--- config.mk ---
export PLATFORM = sky130hd
export DESIGN_NAME = input_port_update_arbiter
export DESIGN_NICKNAME = d
export VERILOG_FILES = /design/src/rtl/input_port_update_arbiter_pkg.sv /design/src/rtl/input_port_update_arbiter_rr_priority_picker.sv /design/src/rtl/input_port_update_arbiter.sv
export SDC_FILE = /design/constraint.sdc
export NUM_CORES = 1
export LEC_CHECK = 0
export ABC_AREA = 1
export BUFFER_PORTS_ARGS = -buffer_cell sky130_fd_sc_hd__buf_2
export CAP_MARGIN = 20
export CORE_AREA = 2 2 336 338
export CTS_CLUSTER_DIAMETER = 40
export DETAILED_ROUTE_END_ITERATION = 8
export DIE_AREA = 0 0 338 340
export GPL_TIMING_DRIVEN = 1
export HOLD_SLACK_MARGIN = 0.12
export PLACE_DENSITY = 0.57
export SLEW_MARGIN = 20
export SYNTH_ARGS = -nofsm -noshare
export SYNTH_HDL_FRONTEND = slang
export SYNTH_HIERARCHICAL = 1
export SYNTH_SLANG_ARGS = --single-unit
--- constraint.sdc ---
create_clock -name clk -period 8.55 [get_ports clk]
set_clock_uncertainty 0.2 [all_clocks]
set_input_delay 0.855 -clock clk [delete_from_list [all_inputs] [get_ports clk]]
set_output_delay 0.855 -clock clk [all_outputs]
set_load 0.02 [all_outputs]
--- src/rtl/input_port_update_arbiter_pkg.sv ---
// input_port_update_arbiter_pkg
//   Shared constants for the input-port update arbiter and the saturating
//   adder used by its statistics counters.
//   Contents:
//     PACKET_BITS_DEF   default packet width
//     NUM_IN_PORTS_DEF  default number of requesting input ports
//     NUM_PORT_BITS_DEF default port-index width
//     CNT_BITS_DEF      default statistics counter width
//     sat_inc()         add with saturation at a given counter width (<= 64)
package input_port_update_arbiter_pkg;

  localparam int PACKET_BITS_DEF   = 97;
  localparam int NUM_IN_PORTS_DEF  = 7;
  localparam int NUM_PORT_BITS_DEF = 4;
  localparam int CNT_BITS_DEF      = 32;

  // Counters of any width up to 64 bits share this helper: the caller widens
  // its counter to 64 bits, passes its real width, and truncates the result.
  function automatic logic [63:0] sat_inc(input logic [63:0] value,
                                          input logic [63:0] amount,
                                          input int unsigned bits);
    logic [63:0] max_v;
    logic [64:0] sum;
    max_v = (bits >= 64) ? {64{1'b1}} : ((64'd1 << bits) - 64'd1);
    sum   = {1'b0, value} + {1'b0, amount};
    if (sum >= {1'b0, max_v}) begin
      return max_v;
    end
    return sum[63:0];
  endfunction

endpackage

--- src/rtl/input_port_update_arbiter_rr_priority_picker.sv ---
// input_port_update_arbiter_rr_priority_picker
//   Combinational round-robin search: returns the first asserted request at or
//   after ptr, wrapping modulo NUM_IN_PORTS (no power-of-two assumption).
//   Ports:
//     req          in  NUM_IN_PORTS   request vector
//     ptr          in  NUM_PORT_BITS  search start index (< NUM_IN_PORTS)
//     grant_valid  out 1              at least one request asserted
//     grant_idx    out NUM_PORT_BITS  index of the selected request
module input_port_update_arbiter_rr_priority_picker
  import input_port_update_arbiter_pkg::*;
#(
  parameter int NUM_IN_PORTS  = NUM_IN_PORTS_DEF,
  parameter int NUM_PORT_BITS = NUM_PORT_BITS_DEF
) (
  input  logic [NUM_IN_PORTS-1:0]  req,
  input  logic [NUM_PORT_BITS-1:0] ptr,
  output logic                     grant_valid,
  output logic [NUM_PORT_BITS-1:0] grant_idx
);

  logic [2*NUM_IN_PORTS-1:0] req_dbl;
  logic [NUM_IN_PORTS-1:0]   req_rot;
  logic [NUM_PORT_BITS-1:0]  offset;
  logic [NUM_PORT_BITS:0]    idx_sum;
  logic                      found;

  // Doubling the vector turns the wrap-around search into a plain rotate:
  // bit j of req_rot is request (ptr + j) mod NUM_IN_PORTS.
  assign req_dbl = {req, req};
  assign req_rot = NUM_IN_PORTS'(req_dbl >> ptr);

  always_comb begin
    found  = 1'b0;
    offset = '0;
    // Scan downward so the lowest set offset is the one left standing.
    for (int j = NUM_IN_PORTS - 1; j >= 0; j--) begin
      if (req_rot[j]) begin
        found  = 1'b1;
        offset = NUM_PORT_BITS'(j);
      end
    end
    idx_sum = {1'b0, ptr} + {1'b0, offset};
    if (idx_sum >= (NUM_PORT_BITS + 1)'(NUM_IN_PORTS)) begin
      idx_sum = idx_sum - (NUM_PORT_BITS + 1)'(NUM_IN_PORTS);
    end
  end

  assign grant_valid = found;
  assign grant_idx   = idx_sum[NUM_PORT_BITS-1:0];

endmodule

--- src/rtl/input_port_update_arbiter.sv ---
// input_port_update_arbiter
//   Captures one-cycle freespace updates from each input port into holding
//   registers (newer updates overwrite older unsent ones), then grants ports
//   round-robin onto a registered valid/ready output.
//   Ports:
//     clk                      in  1                          clock
//     reset                    in  1                          async, active-low
//     freespace_update         in  NUM_IN_PORTS               per-port strobe
//     packet_from_input_ports  in  PACKET_BITS*NUM_IN_PORTS   per-port packet
//     arb_en                   in  1                          allow new grants
//     clr_cnt                  in  1                          clear counters
//     out_packet               out PACKET_BITS                granted packet
//     out_valid                out 1                          out_packet valid
//     out_ready                in  1                          downstream accept
//     out_port                 out NUM_PORT_BITS              owner of out_packet
//     pending                  out NUM_IN_PORTS               holding reg occupied
//     coalesce_cnt             out CNT_BITS                   overwritten updates
//     stall_cnt                out CNT_BITS                   valid && !ready cycles
module input_port_update_arbiter
  import input_port_update_arbiter_pkg::*;
#(
  parameter int PACKET_BITS   = PACKET_BITS_DEF,
  parameter int NUM_IN_PORTS  = NUM_IN_PORTS_DEF,
  parameter int NUM_PORT_BITS = NUM_PORT_BITS_DEF,
  parameter int CNT_BITS      = CNT_BITS_DEF
) (
  input  logic                                clk,
  input  logic                                reset,
  input  logic [NUM_IN_PORTS-1:0]             freespace_update,
  input  logic [PACKET_BITS*NUM_IN_PORTS-1:0] packet_from_input_ports,
  input  logic                                arb_en,
  input  logic                                clr_cnt,
  output logic [PACKET_BITS-1:0]              out_packet,
  output logic                                out_valid,
  input  logic                                out_ready,
  output logic [NUM_PORT_BITS-1:0]            out_port,
  output logic [NUM_IN_PORTS-1:0]             pending,
  output logic [CNT_BITS-1:0]                 coalesce_cnt,
  output logic [CNT_BITS-1:0]                 stall_cnt
);

  logic [PACKET_BITS-1:0]   hold_reg [NUM_IN_PORTS];
  logic [PACKET_BITS-1:0]   port_packet [NUM_IN_PORTS];
  logic [NUM_IN_PORTS-1:0]  pending_reg;
  logic [PACKET_BITS-1:0]   out_packet_reg;
  logic                     out_valid_reg;
  logic [NUM_PORT_BITS-1:0] out_port_reg;
  logic [NUM_PORT_BITS-1:0] ptr_reg;
  logic [CNT_BITS-1:0]      coalesce_cnt_reg;
  logic [CNT_BITS-1:0]      stall_cnt_reg;

  logic                     pick_valid;
  logic [NUM_PORT_BITS-1:0] pick_idx;
  logic                     out_free;
  logic                     do_grant;
  logic [NUM_IN_PORTS-1:0]  grant_onehot;
  logic [NUM_IN_PORTS-1:0]  coalesce_vec;
  logic [63:0]              coalesce_hits;
  logic [PACKET_BITS-1:0]   grant_packet;
  logic [NUM_PORT_BITS-1:0] ptr_next;
  logic [CNT_BITS-1:0]      coalesce_cnt_next;
  logic [CNT_BITS-1:0]      stall_cnt_next;

  input_port_update_arbiter_rr_priority_picker #(
    .NUM_IN_PORTS (NUM_IN_PORTS),
    .NUM_PORT_BITS(NUM_PORT_BITS)
  ) u_rr_priority_picker (
    .req        (pending_reg),
    .ptr        (ptr_reg),
    .grant_valid(pick_valid),
    .grant_idx  (pick_idx)
  );

  assign out_free = !out_valid_reg || out_ready;
  assign do_grant = out_free && arb_en && pick_valid;

  // A strobe on the port being granted this edge is a fresh capture, not an
  // overwrite: the old packet leaves through the output, so nothing is lost.
  for (genvar gi = 0; gi < NUM_IN_PORTS; gi++) begin : g_port
    assign port_packet[gi]  = packet_from_input_ports[gi*PACKET_BITS +: PACKET_BITS];
    assign grant_onehot[gi] = do_grant && (pick_idx == NUM_PORT_BITS'(gi));
    assign coalesce_vec[gi] = freespace_update[gi] && pending_reg[gi] && !grant_onehot[gi];
  end

  always_comb begin
    grant_packet  = '0;
    coalesce_hits = '0;
    for (int i = 0; i < NUM_IN_PORTS; i++) begin
      if (grant_onehot[i]) begin
        grant_packet = hold_reg[i];
      end
      coalesce_hits = coalesce_hits + 64'(coalesce_vec[i]);
    end
  end

  assign ptr_next = (pick_idx == NUM_PORT_BITS'(NUM_IN_PORTS - 1)) ? '0
                    : pick_idx + NUM_PORT_BITS'(1);

  assign coalesce_cnt_next = CNT_BITS'(sat_inc(64'(coalesce_cnt_reg), coalesce_hits, CNT_BITS));
  assign stall_cnt_next    = CNT_BITS'(sat_inc(64'(stall_cnt_reg),
                                               64'(out_valid_reg && !out_ready), CNT_BITS));

  always_ff @(posedge clk or negedge reset) begin
    if (!reset) begin
      for (int i = 0; i < NUM_IN_PORTS; i++) begin
        hold_reg[i] <= '0;
      end
      pending_reg      <= '0;
      out_packet_reg   <= '0;
      out_valid_reg    <= 1'b0;
      out_port_reg     <= '0;
      ptr_reg          <= '0;
      coalesce_cnt_reg <= '0;
      stall_cnt_reg    <= '0;
    end else begin
      for (int i = 0; i < NUM_IN_PORTS; i++) begin
        if (freespace_update[i]) begin
          hold_reg[i]    <= port_packet[i];
          pending_reg[i] <= 1'b1;
        end else if (grant_onehot[i]) begin
          pending_reg[i] <= 1'b0;
        end
      end

      if (do_grant) begin
        out_packet_reg <= grant_packet;
        out_port_reg   <= pick_idx;
        out_valid_reg  <= 1'b1;
        ptr_reg        <= ptr_next;
      end else if (out_free) begin
        out_valid_reg  <= 1'b0;
      end

      if (clr_cnt) begin
        coalesce_cnt_reg <= '0;
        stall_cnt_reg    <= '0;
      end else begin
        coalesce_cnt_reg <= coalesce_cnt_next;
        stall_cnt_reg    <= stall_cnt_next;
      end
    end
  end

  assign out_packet   = out_packet_reg;
  assign out_valid    = out_valid_reg;
  assign out_port     = out_port_reg;
  assign pending      = pending_reg;
  assign coalesce_cnt = coalesce_cnt_reg;
  assign stall_cnt    = stall_cnt_reg;

endmodule
**Yosys cells after proc, flatten, opt, wreduce, memory -nomap -nowiden**

Index checks and enable logic that the tools add are counted.

- Output and inout bits: 173
- Memories kept: 0
- Input bits: 691
- Word-level logic and storage cells: 131
- Register bits: 856
- RAM bits: 0
- Latch bits: 0
- ROM bits: 0

- Shift operators: 1
- Divide/modulo/power cells: 0
- Multipliers: 0
- Equality and inequality tests: 6
- $lt $le $gt $ge: 3
- Bitwise logic cells: 0
- Reduce and logical (&&, ||, !) cells: 43
- $add $sub $neg: 11
- Mux-type cells: 47

Operator list:

| cell | count |
|---|---|
| 97-bit two-way mux | 7 |
| 32-bit two-way mux | 6 |
| 33-bit by 32-bit greater-or-equal comparator with 1-bit output, second input constant | 2 |
| 32-bit by 1-bit adder with 33-bit output | 1 |
| 32-bit by 7-bit adder with 33-bit output | 1 |
| 1-bit two-way mux | 25 |
| 1-bit logical AND | 24 |
| 3-bit two-way mux | 7 |
| 2-bit nonzero test | 8 |
| 14-bit by 4-bit right shift with 7-bit output | 1 |
| 4-bit by 3-bit equality test with 1-bit output, second input constant | 3 |
| 1-bit logical NOT | 9 |
| 4-bit by 2-bit equality test with 1-bit output, second input constant | 2 |
| 4-bit two-way mux | 2 |
| 6-bit by 1-bit adder with 7-bit output | 1 |
| 5-bit by 1-bit adder with 6-bit output | 1 |
| 4-bit by 1-bit adder with 5-bit output | 1 |
| 4-bit by 3-bit adder with 5-bit output | 1 |
| 5-bit by 3-bit greater-or-equal comparator with 1-bit output, second input constant | 1 |
| 3-bit by 1-bit adder with 4-bit output | 1 |
| 4-bit by 1-bit adder with 4-bit output, second input constant | 1 |
| 4-bit by 1-bit equality test with 1-bit output, second input constant | 1 |
| 4-bit logical NOT | 1 |
| 4-bit by 3-bit subtractor with 4-bit output, second input constant | 1 |
| 3 further kinds | 3 |

**Depth between registers and ports, before layout**

- Depth in word-level cells: 26
- Depth in mapped cells: 56
- Depth with buffers taken out: 52

**Cells and area by module**

Netlist, hierarchy kept.

Modules (own cells, without submodules):

| module | area an instance (um2) | cells each | times used | sequential area each (um2) |
|---|---|---|---|---|
| input_port_update_arbiter | 38044.0 | 4675 | 1 | 21420.5 |
| input_port_update_arbiter_rr_priority_picker | 734.5 | 131 | 1 | 0.0 |

**Worst setup path after synthesis**

No wires, ideal clock.

- Path type: register -> register
- Start: register ptr_reg[1]
- End: register coalesce_cnt_reg[30], in the netlist coalesce_cnt[30]
- Setup time: 0.063 ns
- Clock period less this slack: 7.724 ns
- Slack: 0.826 ns
- Path buffers: 4
- Arrival: 7.460 ns
- Required time: 8.287 ns
- Cell stages (with the launch flop): 47
- Cell sequence: dfrtp_1 > buf_6 > inv_2 > nand3_1 > nand2_1 > o21ai_1 > a21boi_2 > nand2_1 > nand2_1 > a21oi_1 > ha_1 > fa_1 > ha_1 > inv_1 > o31ai_4 > nand2_1 > nand2_1 > inv_2 > (+11 left out) > inv_1 > fa_1 > inv_1 > nand2_1 > nand2_1 > nand2_1 > nor2_1 > nand3b_1 > nand2_1 > nand2_1 > nor2_1 > nand2_1 > nor2_1 > nand4_1 > buf_2 > nand3_1 > nand2_1 > inv_1

- Cells in the longest elaborated chain, start to end: 26
- Elaborated cells between the ends (all ways): 59
- Those cells by class: 9 x add/sub; 2 x order compare; 6 x eq/ne; 1 x shift; 18 x mux; 23 x reduce/logical

RTL lines:

| element | line | text |
|---|---|---|
| from (decl) | input_port_update_arbiter.sv:48 | `logic [NUM_PORT_BITS-1:0] ptr_reg;` |
| from (signal assigned) | input_port_update_arbiter.sv:129 | `ptr_reg <= ptr_next;` |
| 14-bit by 4-bit right shift with 7-bit output | input_port_update_arbiter_rr_priority_picker.sv:30 | `assign req_rot = NUM_IN_PORTS'(req_dbl >> ptr);` |
| 3-bit two-way mux (7 in series) | input_port_update_arbiter_rr_priority_picker.sv:37 | `if (req_rot[j]) begin` |
| 4-bit by 3-bit adder with 5-bit output * | input_port_update_arbiter_rr_priority_picker.sv:42 | `idx_sum = {1'b0, ptr} + {1'b0, offset};` |
| 4-bit by 3-bit subtractor with 4-bit output / 5-bit by 3-bit greater-or-equal comparator with 1-bit output (equally long branches) | input_port_update_arbiter_rr_priority_picker.sv:44, input_port_update_arbiter_rr_priority_picker.sv:43 |  |
| 4-bit two-way mux * | input_port_update_arbiter_rr_priority_picker.sv:43 | `if (idx_sum >= (NUM_PORT_BITS + 1)'(NUM_IN_PORTS)) begin` |
| via pick_idx[1] | input_port_update_arbiter.sv:53 | `logic [NUM_PORT_BITS-1:0] pick_idx;` |
| 4-bit by 1-bit equality test with 1-bit output / 4-bit logical NOT (equally long branches) | input_port_update_arbiter.sv:81 | `assign grant_onehot[gi] = do_grant && (pick_idx == NUM_PORT_BITS'(gi));` |
| 1-bit logical AND | input_port_update_arbiter.sv:81 |  |
| (+5 left out) | -- |  |
| 4-bit by 1-bit adder with 5-bit output | input_port_update_arbiter.sv:92 | `coalesce_hits = coalesce_hits + 64'(coalesce_vec[i]);` |
| 5-bit by 1-bit adder with 6-bit output | input_port_update_arbiter.sv:92 |  |
| 6-bit by 1-bit adder with 7-bit output * | input_port_update_arbiter.sv:92 |  |
| 32-bit by 7-bit adder with 33-bit output * | input_port_update_arbiter_pkg.sv:25 | `sum = {1'b0, value} + {1'b0, amount};` |
| 33-bit by 32-bit greater-or-equal comparator with 1-bit output | input_port_update_arbiter_pkg.sv:26 | `if (sum >= {1'b0, max_v}) begin` |
| 1-bit two-way mux | input_port_update_arbiter_pkg.sv:26 |  |
| 32-bit two-way mux * | input_port_update_arbiter_pkg.sv:29 | `return sum[63:0];` |
| 32-bit two-way mux * | input_port_update_arbiter.sv:134 | `if (clr_cnt) begin` |
| to (signal assigned) | input_port_update_arbiter.sv:138 | `coalesce_cnt_reg <= coalesce_cnt_next;` |
| to (decl) | input_port_update_arbiter.sv:49 | `logic [CNT_BITS-1:0] coalesce_cnt_reg;` |

Mark *: on every way through the listed nets, which the timed path passes. The rest lies on a longest branch.
A chain may end at the register's enable or synchronous reset.

**Worst setup path in the final report**

- Start: register ptr_reg[0]
- End: register coalesce_cnt_reg[8], in the netlist coalesce_cnt[8]

Same word-level chain as after synthesis.

==> flow_summary.toml <==
[sta]
max_freq_ghz = 0.1254
worst_pin_slew_ns = 1.083
setup_viol = 0
fin_crit_ns = 7.974
period_share_pct = 93.26
hold_viol = 0
tns_ns = 0
rsz0062_at_grt = "no"
maxSlewViolCount = 0
relSlewSlack_pct = 27.79

[routing]
drtIter0Drc = 3037
drtAntennaViolNets = 0
dr_total_vias = 39700
drc = 0
postRouteWirelength_um = 171300
post_drt_wl_per_cell_um = 21.66
drt_pre_antenna_iters = 6
post_drt_via_cell_ratio = 5.018

[worst_setup_path]
worstPathRequired_ns = 9.01
arrival_ns = 8.44
worst_setup_path_end_kind = "flop"
worst-path-max-fanout = 7
critical_path_class = "flop to flop"
crit_top_cell = "nand2_1"
critPathMaxStageDelay_ns = 0.57
crit_buf_inv = 10
critical_path.top_delay_family = "adder cells"
timing.rr.start = "ptr_reg[0]$_DFFE_PN0P_"
critical_path.startpoint = "ptr_reg[0]$_DFFE_PN0P_"
slowest_stage = "fa_1"
critPathLaunchType = "flop"

[floorplanning]
dieArea_um2 = 114900
ios = 864
start_util_pct = 34.76
die-width_um = 338
die_height_um = 340
num_rows = 123
coreArea_um2 = 111600

[synth]
synthTopCellsByArea = "dfrtp_1 (55%), nand2_1 (20%), inv_1 (4.5%), o21ai_0 (4.4%), o211ai_1 (2.3%)"
syn_inst = 4806
async_flop_share_pct = 100.0
avgSynthCellArea_um2 = 8.069
ys_ff_latch = 856
synth_area_leader_cell = "dfrtp_1"
synth_edf_count = 0
synth_nets = 5515
ys_seq_area_share_pct = 55.24
synth_area_um2 = 38780
yosys_warnings = 6
synth_top_area_share_pct = 55.24
synth-main-ff-cell = "dfrtp_1"
netlist-cell-type-count = 46

[final_layout]
area_delta_synth_final_pct = 45.07
largest_reg_flops = 679
layout.nets = 6942
drive_above_1_share_pct = 19.95
fin_util_pct = 50.42
layout.cells.non_filler = 7910
fillers = 10610

[grt]
antenna_found_initial = 60
grt_pass1_vias = 39940
grt_pass1_wl_um = 251000
gr-total-overflow = 0
grt_max_degree = 166
grt_usage_pct = 29.36

[power_and_ir_drop]
combPwrFrac_pct = 36.4
seqPwrFrac_pct = 27.6
p_per_area_nw_per_um2 = 318.4
p_int_uw = 10980
finalPower_uw = 17910
switching_power_uw = 6935
ir_drop_uv = 371.1
p_leak_uw = 0.02923
swShare_pct = 38.71
pwr-share-clk_pct = 36.0

[place]
gp_congestion = 0.9109
port_buffers = 863
dpl.hpwl_um = 112300
placed_cells = 6968

[clock_network]
clk_latency_ns = 0.75
root_buffer = "clkbuf_16"
path_clk_slew_ns = 0.05
clk_path_buf_depth = 3
numCtsBuffers = 146
cts_tree = "yes"
clock_sinks = 856
cts_max_level = 4

[hold_path]
min-delay-start = "packet_from_input_ports[15]"
min_path_type = "input port to flop"

[status]
status = "finished clean"

[run]
maxCapViolCount = 0
==> cell type report <==
cell class	count	area [um2]	area share [%]
Sequential cell	856	21420	38.08
Multi-Input combinational cell	3225	14620	25.99
Timing Repair Buffer	1529	10950	19.46
Clock buffer	182	4031	7.166
Tap cell	1500	1877	3.336
Inverter	474	1808	3.214
Clock inverter	90	1409	2.504
Antenna cell	53	132.6	0.2358
Timing Repair inverter	1	7.507	0.01334
==> power groups by stage <==
| stage | Clock, uW | Combinational, uW | Sequential (uW) |
|---|---|---|---|
| 3_5_place_dp | 0 | 6220 | 4990 |
| 6_report | 6450 | 6520 | 4940 |
| 5_1_grt | 6730 | 7150 | 4990 |
| 3_3_place_gp | 0 | 6150 | 4980 |
| 4_1_cts | 6540 | 6480 | 4930 |
| 2_1_floorplan | 0 | 3580 | 5140 |
==> layer usage <==
metal  up-vias  GRT usage (%)  wire length, um
met5         -              0              108
met1     19230          37.67            70790
met2      1783          47.89            80260
met4        18          12.85             7976
li1      18170              -                -
met3       503          5.948            12170
==> cells by family (layout without fill, tap and decap cells) <==
logic type | Yosys count | in the layout | share of synthesized area (%)
AND/OR/NAND/NOR | 2435 | 2435 | 24.80
flip-flops | 856 | 856 | 55.24
XOR/XNOR | 29 | 29 | 0.6550
AO/OA/AOI/OAI | 743 | 743 | 11.39
adder cells (fa/ha/maj) | 18 | 18 | 0.6776
buffers and inverters | 725 | 2276 | 7.244
other | 0 | 53 | 0
==> cells in the final DEF (no fill, tap or decap), types with 14 or more instances in the layout <==
master / Yosys / layout
o211ai_1: 117 / 117
diode_2: 0 / 53
buf_4: 1 / 52
clkbuf_8: 0 / 20
nand3_1: 121 / 120
a21oi_1: 116 / 116
o22ai_1: 89 / 89
buf_2: 25 / 855
nor2_2: 16 / 17
a221oi_1: 57 / 57
inv_1: 462 / 457
clkinvlp_4: 0 / 19
nand2_1: 2093 / 2090
dlygate4sd3_1: 0 / 611
xor2_1: 19 / 19
nand3_2: 17 / 17
dfrtp_1: 856 / 853
nand2_2: 14 / 16
clkbuf_1: 210 / 14
clkbuf_16: 0 / 148
o21ai_0: 340 / 340
clkinv_2: 0 / 17
nor2_1: 135 / 132
bufinv_16: 0 / 27
==> worst register-to-register path, delay by kind of cell, from the launching register on <==
family / cells / cell delay (ns)
AO/OA/AOI/OAI: 4 / 0.68
AND/OR/NAND/NOR: 18 / 2.40
adder cells (fa/ha/maj): 8 / 3.03
flip-flops: 1 / 0.47
buffers and inverters: 10 / 1.12
==> through the flow <==
| stage | hold WS, ns | setup WS [ns] | cell area, um2 |
|---|---|---|---|
| final | 0.1629 | 0.5761 | 56260 |
| after global routing | 0.1345 | 0.01720 | 56230 |
| after CTS | 0.1204 | 0.1976 | 56040 |
| after global placement | 0.2532 | 0.3407 | 44480 |
| after detailed placement | 0.2583 | 0.2433 | 44480 |
| after floorplan | 0.2422 | 0.8263 | 38780 |
==> synthesized netlist by cell type (13+ instances only) <==
cell / n
nand2_1: 2093
dfrtp_1: 856
inv_1: 462
o21ai_0: 340
clkbuf_1: 210
nor2_1: 135
nand3_1: 121
o211ai_1: 117
a21oi_1: 116
o22ai_1: 89
a221oi_1: 57
buf_2: 25
xor2_1: 19
nand3_2: 17
nor2_2: 16
nand2_2: 14
ha_1: 13
==> path summary, 6_finish.rpt <==
| path | end | slack, ns | cells after the start |
|---|---|---|---|
| worst max-delay path | coalesce_cnt[8]$_DFF_PN0_ | 0.58 | 40 |
| worst min-delay path | hold_reg[597]$_DFFE_PN0P_ | 0.16 | 3 |
| worst max register to register | coalesce_cnt[8]$_DFF_PN0_ | 0.58 | 40 |
| worst min register to register | hold_reg[332]$_DFFE_PN0P_ | 0.27 | 2 |
| max in group asynchronous | out_packet[59]$_DFFE_PN0P_ | 5.66 | 4 |
| min in group asynchronous | out_packet[32]$_DFFE_PN0P_ | 0.51 | 2 |
==> timing repair <==
action | 4_1_cts | 5_1_grt
setup endpoints to repair | 0 | 30
hold endpoints to repair | 689 | 0
hold buffers | 611 | 0
setup buffers | 0 | 5
resized for setup | 0 | 17
Note: power is estimated with default switching activity, not from simulation.
